$ cat src/rtl/stack_bus_pkg.sv
// Shared stack bus definitions: packet control encodings, arbiter state and mode constants.
package stack_bus_pkg;

    localparam logic [1:0] SB_CNTL_SOM_EOM = 2'b00;
    localparam logic [1:0] SB_CNTL_SOM     = 2'b01;
    localparam logic [1:0] SB_CNTL_MOM     = 2'b10;
    localparam logic [1:0] SB_CNTL_EOM     = 2'b11;

    localparam logic SB_ARB_RR    = 1'b0;
    localparam logic SB_ARB_FIXED = 1'b1;

    typedef enum logic [0:0] {
        SB_ARB_IDLE = 1'b0,
        SB_ARB_XFER = 1'b1
    } sb_arb_state_e;

    // True for a word that may legally open a packet.
    function automatic logic sb_is_som(input logic [1:0] cntl);
        return (cntl == SB_CNTL_SOM) || (cntl == SB_CNTL_SOM_EOM);
    endfunction

    // True for a word that closes a packet.
    function automatic logic sb_is_eom(input logic [1:0] cntl);
        return (cntl == SB_CNTL_EOM) || (cntl == SB_CNTL_SOM_EOM);
    endfunction

endpackage

$ cat src/rtl/stack_bus_fifo.sv
// Per-channel word FIFO with registered count and full flag; head is shown combinationally.
module stack_bus_fifo #(
    parameter int unsigned WIDTH = 34,
    parameter int unsigned DEPTH = 4
) (
    input  logic             clk,
    input  logic             i_rst,
    input  logic             i_push,
    input  logic [WIDTH-1:0] i_data,
    input  logic             i_pop,
    output logic [WIDTH-1:0] o_head,
    output logic             o_empty,
    output logic             o_full
);

    localparam int unsigned AW = $clog2(DEPTH);
    localparam int unsigned CW = AW + 1;

    logic [WIDTH-1:0] r_mem [DEPTH];
    logic [AW-1:0]    r_wr_ptr;
    logic [AW-1:0]    r_rd_ptr;
    logic [CW-1:0]    r_count;
    logic             r_full;
    logic             w_push;
    logic             w_pop;
    logic [CW-1:0]    w_count_nxt;

    // Qualify push/pop and compute the next occupancy.
    always_comb begin
        w_push      = i_push && !r_full;
        w_pop       = i_pop && (r_count != '0);
        w_count_nxt = r_count + CW'(w_push) - CW'(w_pop);
    end

    // Pointers, count and full flag; full is registered so ready never depends on a same-cycle pop.
    always_ff @(posedge clk or posedge i_rst) begin
        if (i_rst) begin
            r_wr_ptr <= '0;
            r_rd_ptr <= '0;
            r_count  <= '0;
            r_full   <= 1'b0;
        end else begin
            if (w_push) r_wr_ptr <= r_wr_ptr + AW'(1);
            if (w_pop)  r_rd_ptr <= r_rd_ptr + AW'(1);
            r_count <= w_count_nxt;
            r_full  <= (w_count_nxt == CW'(DEPTH));
        end
    end

    // Storage array; contents are don't-care while the FIFO is empty.
    always_ff @(posedge clk) begin
        if (w_push) r_mem[r_wr_ptr] <= i_data;
    end

    assign o_head  = r_mem[r_rd_ptr];
    assign o_empty = (r_count == '0);
    assign o_full  = r_full;

endmodule

$ cat src/rtl/stack_bus_upstream_arbiter.sv
// Concentrates NUM_CH PE upstream channels onto one manager port, whole packets at a time.
module stack_bus_upstream_arbiter
    import stack_bus_pkg::*;
#(
    parameter int unsigned NUM_CH     = 4,
    parameter int unsigned DATA_WIDTH = 32,
    parameter int unsigned FIFO_DEPTH = 4
) (
    input  logic                         clk,
    input  logic                         reset_poweron,
    input  logic [NUM_CH-1:0]            pe__sbu__valid,
    input  logic [2*NUM_CH-1:0]          pe__sbu__cntl,
    input  logic [NUM_CH*DATA_WIDTH-1:0] pe__sbu__data,
    output logic [NUM_CH-1:0]            sbu__pe__ready,
    input  logic                         cfg__sbu__priority_mode,
    output logic                         sbu__mgr__valid,
    output logic [1:0]                   sbu__mgr__cntl,
    output logic [DATA_WIDTH-1:0]        sbu__mgr__data,
    output logic [$clog2(NUM_CH)-1:0]    sbu__mgr__chan,
    input  logic                         mgr__sbu__ready,
    output logic [NUM_CH-1:0]            sbu__sys__proto_err
);

    localparam int unsigned CHW = $clog2(NUM_CH);
    localparam int unsigned SW  = CHW + 1;
    localparam int unsigned FW  = DATA_WIDTH + 2;

    sb_arb_state_e         r_state;
    sb_arb_state_e         w_state_nxt;
    logic [CHW-1:0]        r_chan;
    logic [CHW-1:0]        w_chan_nxt;
    logic [CHW-1:0]        r_rr_ptr;
    logic [CHW-1:0]        w_rr_nxt;
    logic [NUM_CH-1:0]     r_proto_err;
    logic [NUM_CH-1:0]     w_empty;
    logic [NUM_CH-1:0]     w_full;
    logic [NUM_CH-1:0]     w_pop;
    logic [NUM_CH-1:0]     w_cand;
    logic [NUM_CH-1:0]     w_err;
    logic [FW-1:0]         w_head [NUM_CH];
    logic [CHW-1:0]        w_start;
    logic [SW-1:0]         w_sum;
    logic [CHW-1:0]        w_idx;
    logic [CHW-1:0]        w_win;
    logic                  w_found;
    logic [1:0]            w_g_cntl;
    logic [DATA_WIDTH-1:0] w_g_data;
    logic                  w_g_valid;
    logic                  w_g_last;

    // One FIFO per channel plus head classification (packet start vs. protocol error).
    for (genvar gi = 0; gi < NUM_CH; gi++) begin : g_ch
        stack_bus_fifo #(
            .WIDTH (FW),
            .DEPTH (FIFO_DEPTH)
        ) u_fifo (
            .clk     (clk),
            .i_rst   (reset_poweron),
            .i_push  (pe__sbu__valid[gi]),
            .i_data  ({pe__sbu__cntl[2*gi +: 2], pe__sbu__data[gi*DATA_WIDTH +: DATA_WIDTH]}),
            .i_pop   (w_pop[gi]),
            .o_head  (w_head[gi]),
            .o_empty (w_empty[gi]),
            .o_full  (w_full[gi])
        );
        assign sbu__pe__ready[gi] = !w_full[gi];
        assign w_cand[gi]         = !w_empty[gi] &&  sb_is_som(w_head[gi][FW-1 -: 2]);
        assign w_err[gi]          = !w_empty[gi] && !sb_is_som(w_head[gi][FW-1 -: 2]);
    end

    // Head of the currently granted FIFO.
    assign w_g_cntl  = w_head[r_chan][FW-1 -: 2];
    assign w_g_data  = w_head[r_chan][DATA_WIDTH-1:0];
    assign w_g_valid = (r_state == SB_ARB_XFER) && !w_empty[r_chan];
    assign w_g_last  = sb_is_eom(w_g_cntl);

    // Priority search: first packet-start head at or after the start index, wrapping.
    always_comb begin
        w_start = (cfg__sbu__priority_mode == SB_ARB_FIXED) ? '0 : r_rr_ptr;
        w_found = 1'b0;
        w_win   = '0;
        w_sum   = '0;
        w_idx   = '0;
        for (int j = 0; j < int'(NUM_CH); j++) begin
            w_sum = {1'b0, w_start} + SW'(j);
            if (w_sum >= SW'(NUM_CH)) w_sum = w_sum - SW'(NUM_CH);
            w_idx = w_sum[CHW-1:0];
            if (!w_found && w_cand[w_idx]) begin
                w_found = 1'b1;
                w_win   = w_idx;
            end
        end
    end

    // State register with grant, round-robin pointer and sticky error flags.
    always_ff @(posedge clk or posedge reset_poweron) begin
        if (reset_poweron) begin
            r_state     <= SB_ARB_IDLE;
            r_chan      <= '0;
            r_rr_ptr    <= '0;
            r_proto_err <= '0;
        end else begin
            r_state  <= w_state_nxt;
            r_chan   <= w_chan_nxt;
            r_rr_ptr <= w_rr_nxt;
            if (r_state == SB_ARB_IDLE) r_proto_err <= r_proto_err | w_err;
        end
    end

    // Next-state: grant in IDLE, release on the last word of the packet.
    always_comb begin
        w_state_nxt = r_state;
        w_chan_nxt  = r_chan;
        w_rr_nxt    = r_rr_ptr;
        case (r_state)
            SB_ARB_IDLE: begin
                if (w_found) begin
                    w_state_nxt = SB_ARB_XFER;
                    w_chan_nxt  = w_win;
                end
            end
            SB_ARB_XFER: begin
                if (w_g_valid && mgr__sbu__ready && w_g_last) begin
                    w_state_nxt = SB_ARB_IDLE;
                    w_rr_nxt    = (r_chan == CHW'(NUM_CH - 1)) ? '0 : r_chan + CHW'(1);
                end
            end
            default: w_state_nxt = SB_ARB_IDLE;
        endcase
    end

    // Outputs and pops: drop illegal heads in IDLE, stream the granted FIFO in XFER.
    always_comb begin
        w_pop           = '0;
        sbu__mgr__valid = 1'b0;
        sbu__mgr__cntl  = '0;
        sbu__mgr__data  = '0;
        case (r_state)
            SB_ARB_IDLE: w_pop = w_err;
            SB_ARB_XFER: begin
                sbu__mgr__valid = w_g_valid;
                if (w_g_valid) begin
                    sbu__mgr__cntl = w_g_cntl;
                    sbu__mgr__data = w_g_data;
                end
                if (w_g_valid && mgr__sbu__ready) w_pop[r_chan] = 1'b1;
            end
            default: ;
        endcase
    end

    assign sbu__mgr__chan      = r_chan;
    assign sbu__sys__proto_err = r_proto_err;

endmodule

$ cat config.mk
export PLATFORM = sky130hd
export DESIGN_NAME = stack_bus_upstream_arbiter
export DESIGN_NICKNAME = d
export VERILOG_FILES = /design/src/rtl/stack_bus_pkg.sv /design/src/rtl/stack_bus_fifo.sv /design/src/rtl/stack_bus_upstream_arbiter.sv
export SDC_FILE = /design/constraint.sdc
export NUM_CORES = 1
export LEC_CHECK = 0
export ABC_AREA = 1
export BUFFER_PORTS_ARGS = -buffer_cell sky130_fd_sc_hd__buf_2
export CAP_MARGIN = 10
export CORE_MARGIN = 2
export CORE_UTILIZATION = 50
export CTS_CLUSTER_DIAMETER = 60
export DETAILED_ROUTE_END_ITERATION = 8
export PLACE_DENSITY = 0.68
export RECOVER_POWER = 50
export SYNTH_ARGS = -nofsm -noshare
export SYNTH_HDL_FRONTEND = slang
export SYNTH_SLANG_ARGS = --single-unit
$ cat constraint.sdc
create_clock -name clk -period 3 [get_ports clk]
set_clock_uncertainty 0.05 [all_clocks]
set_input_delay 0.6 -clock clk [delete_from_list [all_inputs] [get_ports clk]]
set_output_delay 0.6 -clock clk [all_outputs]
set_load 0.005 [all_outputs]
Word level (Yosys, flattened, before mapping):

Memory sizes are Yosys's and may differ from the RTL's.
Index checks and enable logic that the tools add are counted.

* register bits after elaboration: 41
* bits in writable memories: 544
* bits of input ports: 144
* memories: 4

Memory list
* g_ch[0].u_fifo.r_mem: words 4, width 34, rd ports 1, clocked after Yosys merged registers in 0, write ports 1, line stack_bus_fifo.sv:19 `logic [WIDTH-1:0] r_mem [DEPTH];`
* g_ch[1].u_fifo.r_mem: words 4, width 34, rd ports 1, clocked after Yosys merged registers in 0, write ports 1, line stack_bus_fifo.sv:19
* g_ch[2].u_fifo.r_mem: words 4, width 34, rd ports 1, clocked after Yosys merged registers in 0, write ports 1, line stack_bus_fifo.sv:19
* g_ch[3].u_fifo.r_mem: words 4, width 34, rd ports 1, clocked after Yosys merged registers in 0, write ports 1, line stack_bus_fifo.sv:19

* $add $sub $neg: 24
* order comparisons: 11
* equal/unequal tests: 10
* multiplexer cells: 47
* bitwise logic cells: 3
* reductions and logical operators: 59

Operators with widths (count)
* $bmux 34 s2: 1
* $mux 34: 2
* $mux 32: 2
* $mux 2: 12
* $logic_and 1x1->1: 23
* $mux 1: 21
* $add 2x1->2 const B: 9
* $logic_not 1->1: 16
* $lt 2x3->1 const B: 5
* $add 3x1->3: 4
* $eq 3x3->1 const B: 4
* $ge 3x3->1 const B: 4
* $logic_not 3->1: 4
* $reduce_bool 3->1: 4
* $sub 3x1->3: 4
* $bmux 1 s2: 5
* $logic_not 2->1: 5
* $eq 2x1->1 const B: 4
* $pmux 4 s2: 1
* $sub 2x1->2 const B: 4
* $add 2x2->3 const B: 2
* $logic_or 1x1->1: 5
* $eq 2x2->1 const B: 2
* $mux 4: 1
* other kinds (9): 10

Logic depth before layout (Yosys ltp):

An unclocked memory read counts as a cell.

* depth in word-level cells: 18
* depth in mapped cells: 17
* mapped depth without buffers: 17

Cells and area by module:

A second synthesis with hierarchy kept.

* cell total of the unflattened synthesis: 2073
* area, all modules: 24428.4 sq um

By module, submodules not included
* stack_bus_fifo: instances 4, cells each 419, area each 5610.4 sq um, sequential area each 4284.1 sq um
* stack_bus_upstream_arbiter: instances 1, cells each 397, area each 1986.9 sq um, sequential area each 225.2 sq um

Worst setup path after synthesis:

No wires, ideal clock.

* path type: reg2reg
* start: reg r_chan[0] (netlist: sbu__mgr__chan[0])
* end: reg g_ch[0].u_fifo.r_full
* arrival: 2.704 ns
* data required time: 2.862 ns
* path slack: 0.158 ns
* cell stages (with the launch flop): 14
* path buffers: 2
* path through: dfrtp_1 inv_1 buf_2 clkbuf_1 ha_1 nand4_2 nand2_2 ha_1 inv_1 ha_1 fa_1 xnor2_1 xor2_1 nor3b_1

* word-level cells in the longest chain between the ends: 10
* elaborated cells between the ends (all ways): 15
* those cells by class: add/sub: 1; order compare: 2; eq/ne: 1; mux: 6; reduce/logical: 5

Ends and longest elaborated chain
* from (decl): line stack_bus_upstream_arbiter.sv:30 `logic [CHW-1:0] r_chan;`
* from (signal assigned): line stack_bus_upstream_arbiter.sv:104 `r_chan <= w_chan_nxt;`
* parallel branches: the longest is 5 deep, another holds $lt 2x3->1
* $mux 4 *: line stack_bus_upstream_arbiter.sv:146 `if (w_g_valid && mgr__sbu__ready) w_pop[r_chan] = 1'b1;`
* $pmux 4 s2 *: line stack_bus_upstream_arbiter.sv:138 `case (r_state)`
* $logic_and 1x1->1 *: line stack_bus_fifo.sv:31 `w_pop = i_pop && (r_count != '0);`
* net g_ch[0].u_fifo.w_pop: line stack_bus_fifo.sv:25 `logic w_pop;`
* $sub 3x1->3 *: line stack_bus_fifo.sv:32 `w_count_nxt = r_count + CW'(w_push) - CW'(w_pop);`
* net g_ch[0].u_fifo.w_count_nxt[2]: line stack_bus_fifo.sv:26 `logic [CW-1:0] w_count_nxt;`
* $eq 3x3->1 *: line stack_bus_fifo.sv:46 `r_full <= (w_count_nxt == CW'(DEPTH));`
* to (signal assigned): line stack_bus_fifo.sv:46
* to (decl): line stack_bus_fifo.sv:23 `logic r_full;`

Mark *: on every way through the listed nets, which the timed path passes. The select of a mux whose other input is x is not followed.
A chain may end at the register's enable or synchronous reset.

Worst setup path after layout:

* start: reg g_ch[2].u_fifo.r_rd_ptr[1]
* end: out sbu__mgr__data[11]

* word-level cells in the longest chain between the ends: 6

Ends and longest elaborated chain
* from (decl): line stack_bus_fifo.sv:21 `logic [AW-1:0] r_rd_ptr;`
* from (signal assigned): line stack_bus_fifo.sv:44 `if (w_pop) r_rd_ptr <= r_rd_ptr + AW'(1);`
* $mem_v2 4x34
* $bmux 34 s2: line stack_bus_upstream_arbiter.sv:73 `assign w_g_data = w_head[r_chan][DATA_WIDTH-1:0];`
* $mux 34 (implied by the code) (2 in series): line stack_bus_upstream_arbiter.sv:73
* $mux 32: line stack_bus_upstream_arbiter.sv:142 `if (w_g_valid) begin`
* $mux 32: line stack_bus_upstream_arbiter.sv:138
* to (decl): line stack_bus_upstream_arbiter.sv:18 `output logic [DATA_WIDTH-1:0] sbu__mgr__data,`

No other way between the ends. The select of a mux whose other input is x is not followed.

==> out/results.tsv <==
metric	value	unit
fmax	303.9	MHz
initial_core_util	50.69	%
layout-drive-gt1-share	21.53	%
yosysTopAreaCell	edfxtp_1	
finalPower	33.74	mW
ant_nets	0	
synth_edf_count	544	
synth.yosys.warnings	0	
grt_pass1_wl	95560	um
worst_slack	-290.7	ps
grt_use_total	25.79	%
critPathArrivalTime	2640	ps
routed_wl	65970	um
finalSetupTns	-6231	ps
cp_slowest_stage_delay	430	ps
placed_area	25910	um^2
r2r-end	g_ch[0].u_fifo.o_full	
wl_per_cell	23.26	um
core-area	47750	um^2
holdCritPathClass	in2reg	
grt_pass1_vias	15670	
slew-limit-headroom	-9.074	%
syn_area	24200	um^2
yosys-top-cells-area	edfxtp_1 (67%), nand2_1 (8.2%), dfrtp_1 (4.2%)	
power_leakage	10.89	nW
hold_start	pe__sbu__data[15]	
dp_hpwl	39780	um
worstPathCellList	clkinv_4 -> buf_16 -> a32o_2 -> o211ai_1 -> nand2_2 -> a31oi_4 -> buf_2	
crit_buf_inv	3	
cts_sinks	585	
finalSetupViolCount	35	
synth_cell_type_count	38	
cts_root_buf	clkbuf_16	
synth_common_cells	edfxtp_1 (544), nand2_1 (527), a21oi_1 (162)	
rsz0062_at_grt	true	
ios	189	
slowest_stage	o211ai_1	
ys.flop_type	edfxtp_1	
fin_crit_sh	109.7	%
clkLatencyLatePin	610	ps
r2r_slack	-20	ps
finalHoldViolations	0	
synth-seq-cells	585	
drcViolationCount	0	
multi_input_area	6673	um^2
ir_worst_vdd	0.8397	mV
vias_per_cell	5.810	
grt_max_degree	71	
clk_pin_slew	60	ps
synth.avg_cell_area	12.72	um^2
clockBufferDepth	3	
slew_viol_final	36	
netlist.area_leader.share	67.49	%
holdPathEnd	g_ch[0].u_fifo.r_mem[2][15]	
worstPathRequired	2350	ps
syn2layout_area_growth	22.45	%
yosysMostFrequentCell	edfxtp_1	
grt-ovfl-total	0	
hold_depth	1	
die_y	224.0	um
drtIter0Drc	1864	
cts-buffers-inserted	59	
cts_tree	built	
io_buffers	188	
synth_nets	2079	
fin_hold_ws	189.8	ps
fin_area	29640	um^2
path_delay_family	compound AO/OA/AOI/OAI gates	
crit_type	reg2out	
critPathLaunchType	register	
nets	2342	
drt_pre_antenna_iters	6	
critPathCaptureType	output pin	
drv_cap	1	
violations	capacitance limit, slew limit, setup timing	
p_per_area	1139	nW/um^2
synthArstFlopShare	7.009	%
status	finished with violations	
htreeDepth	2	
filler_cell_count	3546	
fin_crit	3291	ps
die_x	224.0	um
ys_seq_area_share	71.73	%
dieArea	50180	um^2
rows	80	
worst_pin_slew	1636	ps
synthCells	1903	
ff_latch_area	17370	um^2
vias	16476	
reg2reg_depth	16	
cp_max_fo	9	
gp_congestion	0.9800	
antenna_found_initial	2	
pre_cts_slack	47.20	ps
reg2reg_from	sbu__mgr__chan[0]	
==> registers in the layout, summed over array words and instances (netlist names), 2 cells and up <==
name and count:
g_ch.u_fifo.r_mem 544, g_ch.u_fifo.r_count 12, g_ch.u_fifo.r_rd_ptr 8, g_ch.u_fifo.r_wr_ptr 8, g_ch.u_fifo.o_full 4, sbu__sys__proto_err 4, r_rr_ptr 2, sbu__mgr__chan 2
==> cell families after synthesis <==
group | share of synthesized area [%]
and+or+nand+nor | 12.69
DFF | 71.73
AOI/OAI and AO/OA | 9.104
buffers and inverters | 4.115
adders and majority gates | 1.778
xor gates and xnor gates | 0.5790
==> worst reg2reg max path, cell delays in order, from the launching register on <==
cell and delay, ps:
dfrtp_4 510, buf_12 160, nor2_2 130, o22ai_2 120, nand2_4 90, buf_8 120
nor2_8 50, buf_6 130, nand4_4 80, nand2_4 80, ha_4 270, inv_2 40
ha_4 150, fa_2 360, xnor2_2 190, xor2_1 220, nor3b_2 210
==> cell type report <==
class,instances,area share (%)
tap,615,2.596
timing repair buffer,313,8.127
inverter,81,1.174
multi-input combinational,1124,22.51
timing repair inverter,2,0.06755
clock inverter,45,1.659
sequential,585,58.61
antenna,6,0.05066
clock buffer,65,5.201
==> per-layer routing <==
metal	vias to the layer above	GRT usage (%)	part of all wire (%)	wire (um)
met4	2	8.860	3.4	2247
met1	8188	34.11	38	25270
met3	139	6.348	9.6	6363
met2	723	41.92	49	32080
li1	7424	-	-	-
met5	-	0	0.011	7
==> placed cells by master, fill, tap and decap left out, types with 36 or more instances in the layout <==
master and n:
edfxtp_1 544, nand2_1 481, a21oi_1 150, clkbuf_1 141, nand3_1 125, buf_4 69, clkbuf_16 63, inv_1 59
a22oi_1 59, nand2_2 54, buf_2 47, o211ai_1 37, dfrtp_1 36
==> repair_timing <==
action,in CTS,in global routing
pin swaps,40,82
setup buffers,23,25
resized for setup,167,86
cloned,17,3
endpoints found under the setup margin,34,40
hold buffers,0,0
==> report_power, final <==
| group | switching, mW | total [mW] | internal [mW] |
|---|---|---|---|
| clock network | 3.07 | 7.69 | 4.62 |
| logic | 9.35 | 14.8 | 5.46 |
| registers | 0.539 | 11.2 | 10.7 |
| total | 13.0 | 33.7 | 20.8 |
==> worst max path at each step <==
stage / to / cells past startpoint / start / slack [ps]
detailed placement: g_ch[0].u_fifo.o_full / 15 / g_ch[2].u_fifo.r_count[1] / 50
global placement: g_ch[3].u_fifo.o_full / 16 / sbu__mgr__chan[0] / 130
global route: sbu__mgr__data[5] / 10 / g_ch[2].u_fifo.r_rd_ptr[0] / -320
finish: sbu__mgr__data[11] / 7 / g_ch[2].u_fifo.r_rd_ptr[1] / -290
floorplan: g_ch[0].u_fifo.o_full / 13 / sbu__mgr__chan[0] / 160
CTS: sbu__mgr__data[12] / 8 / g_ch[2].u_fifo.r_rd_ptr[0] / -290
==> metrics by stage <==
step,cells,utilization [%]
2_1_floorplan,1903,-
3_3_place_gp,2656,54.26
3_5_place_dp,2656,54.26
4_1_cts,2806,61.20
5_1_grt,2830,62.04
6_report,2836,62.07
No activity file was read; power rests on OpenSTA's default activity.
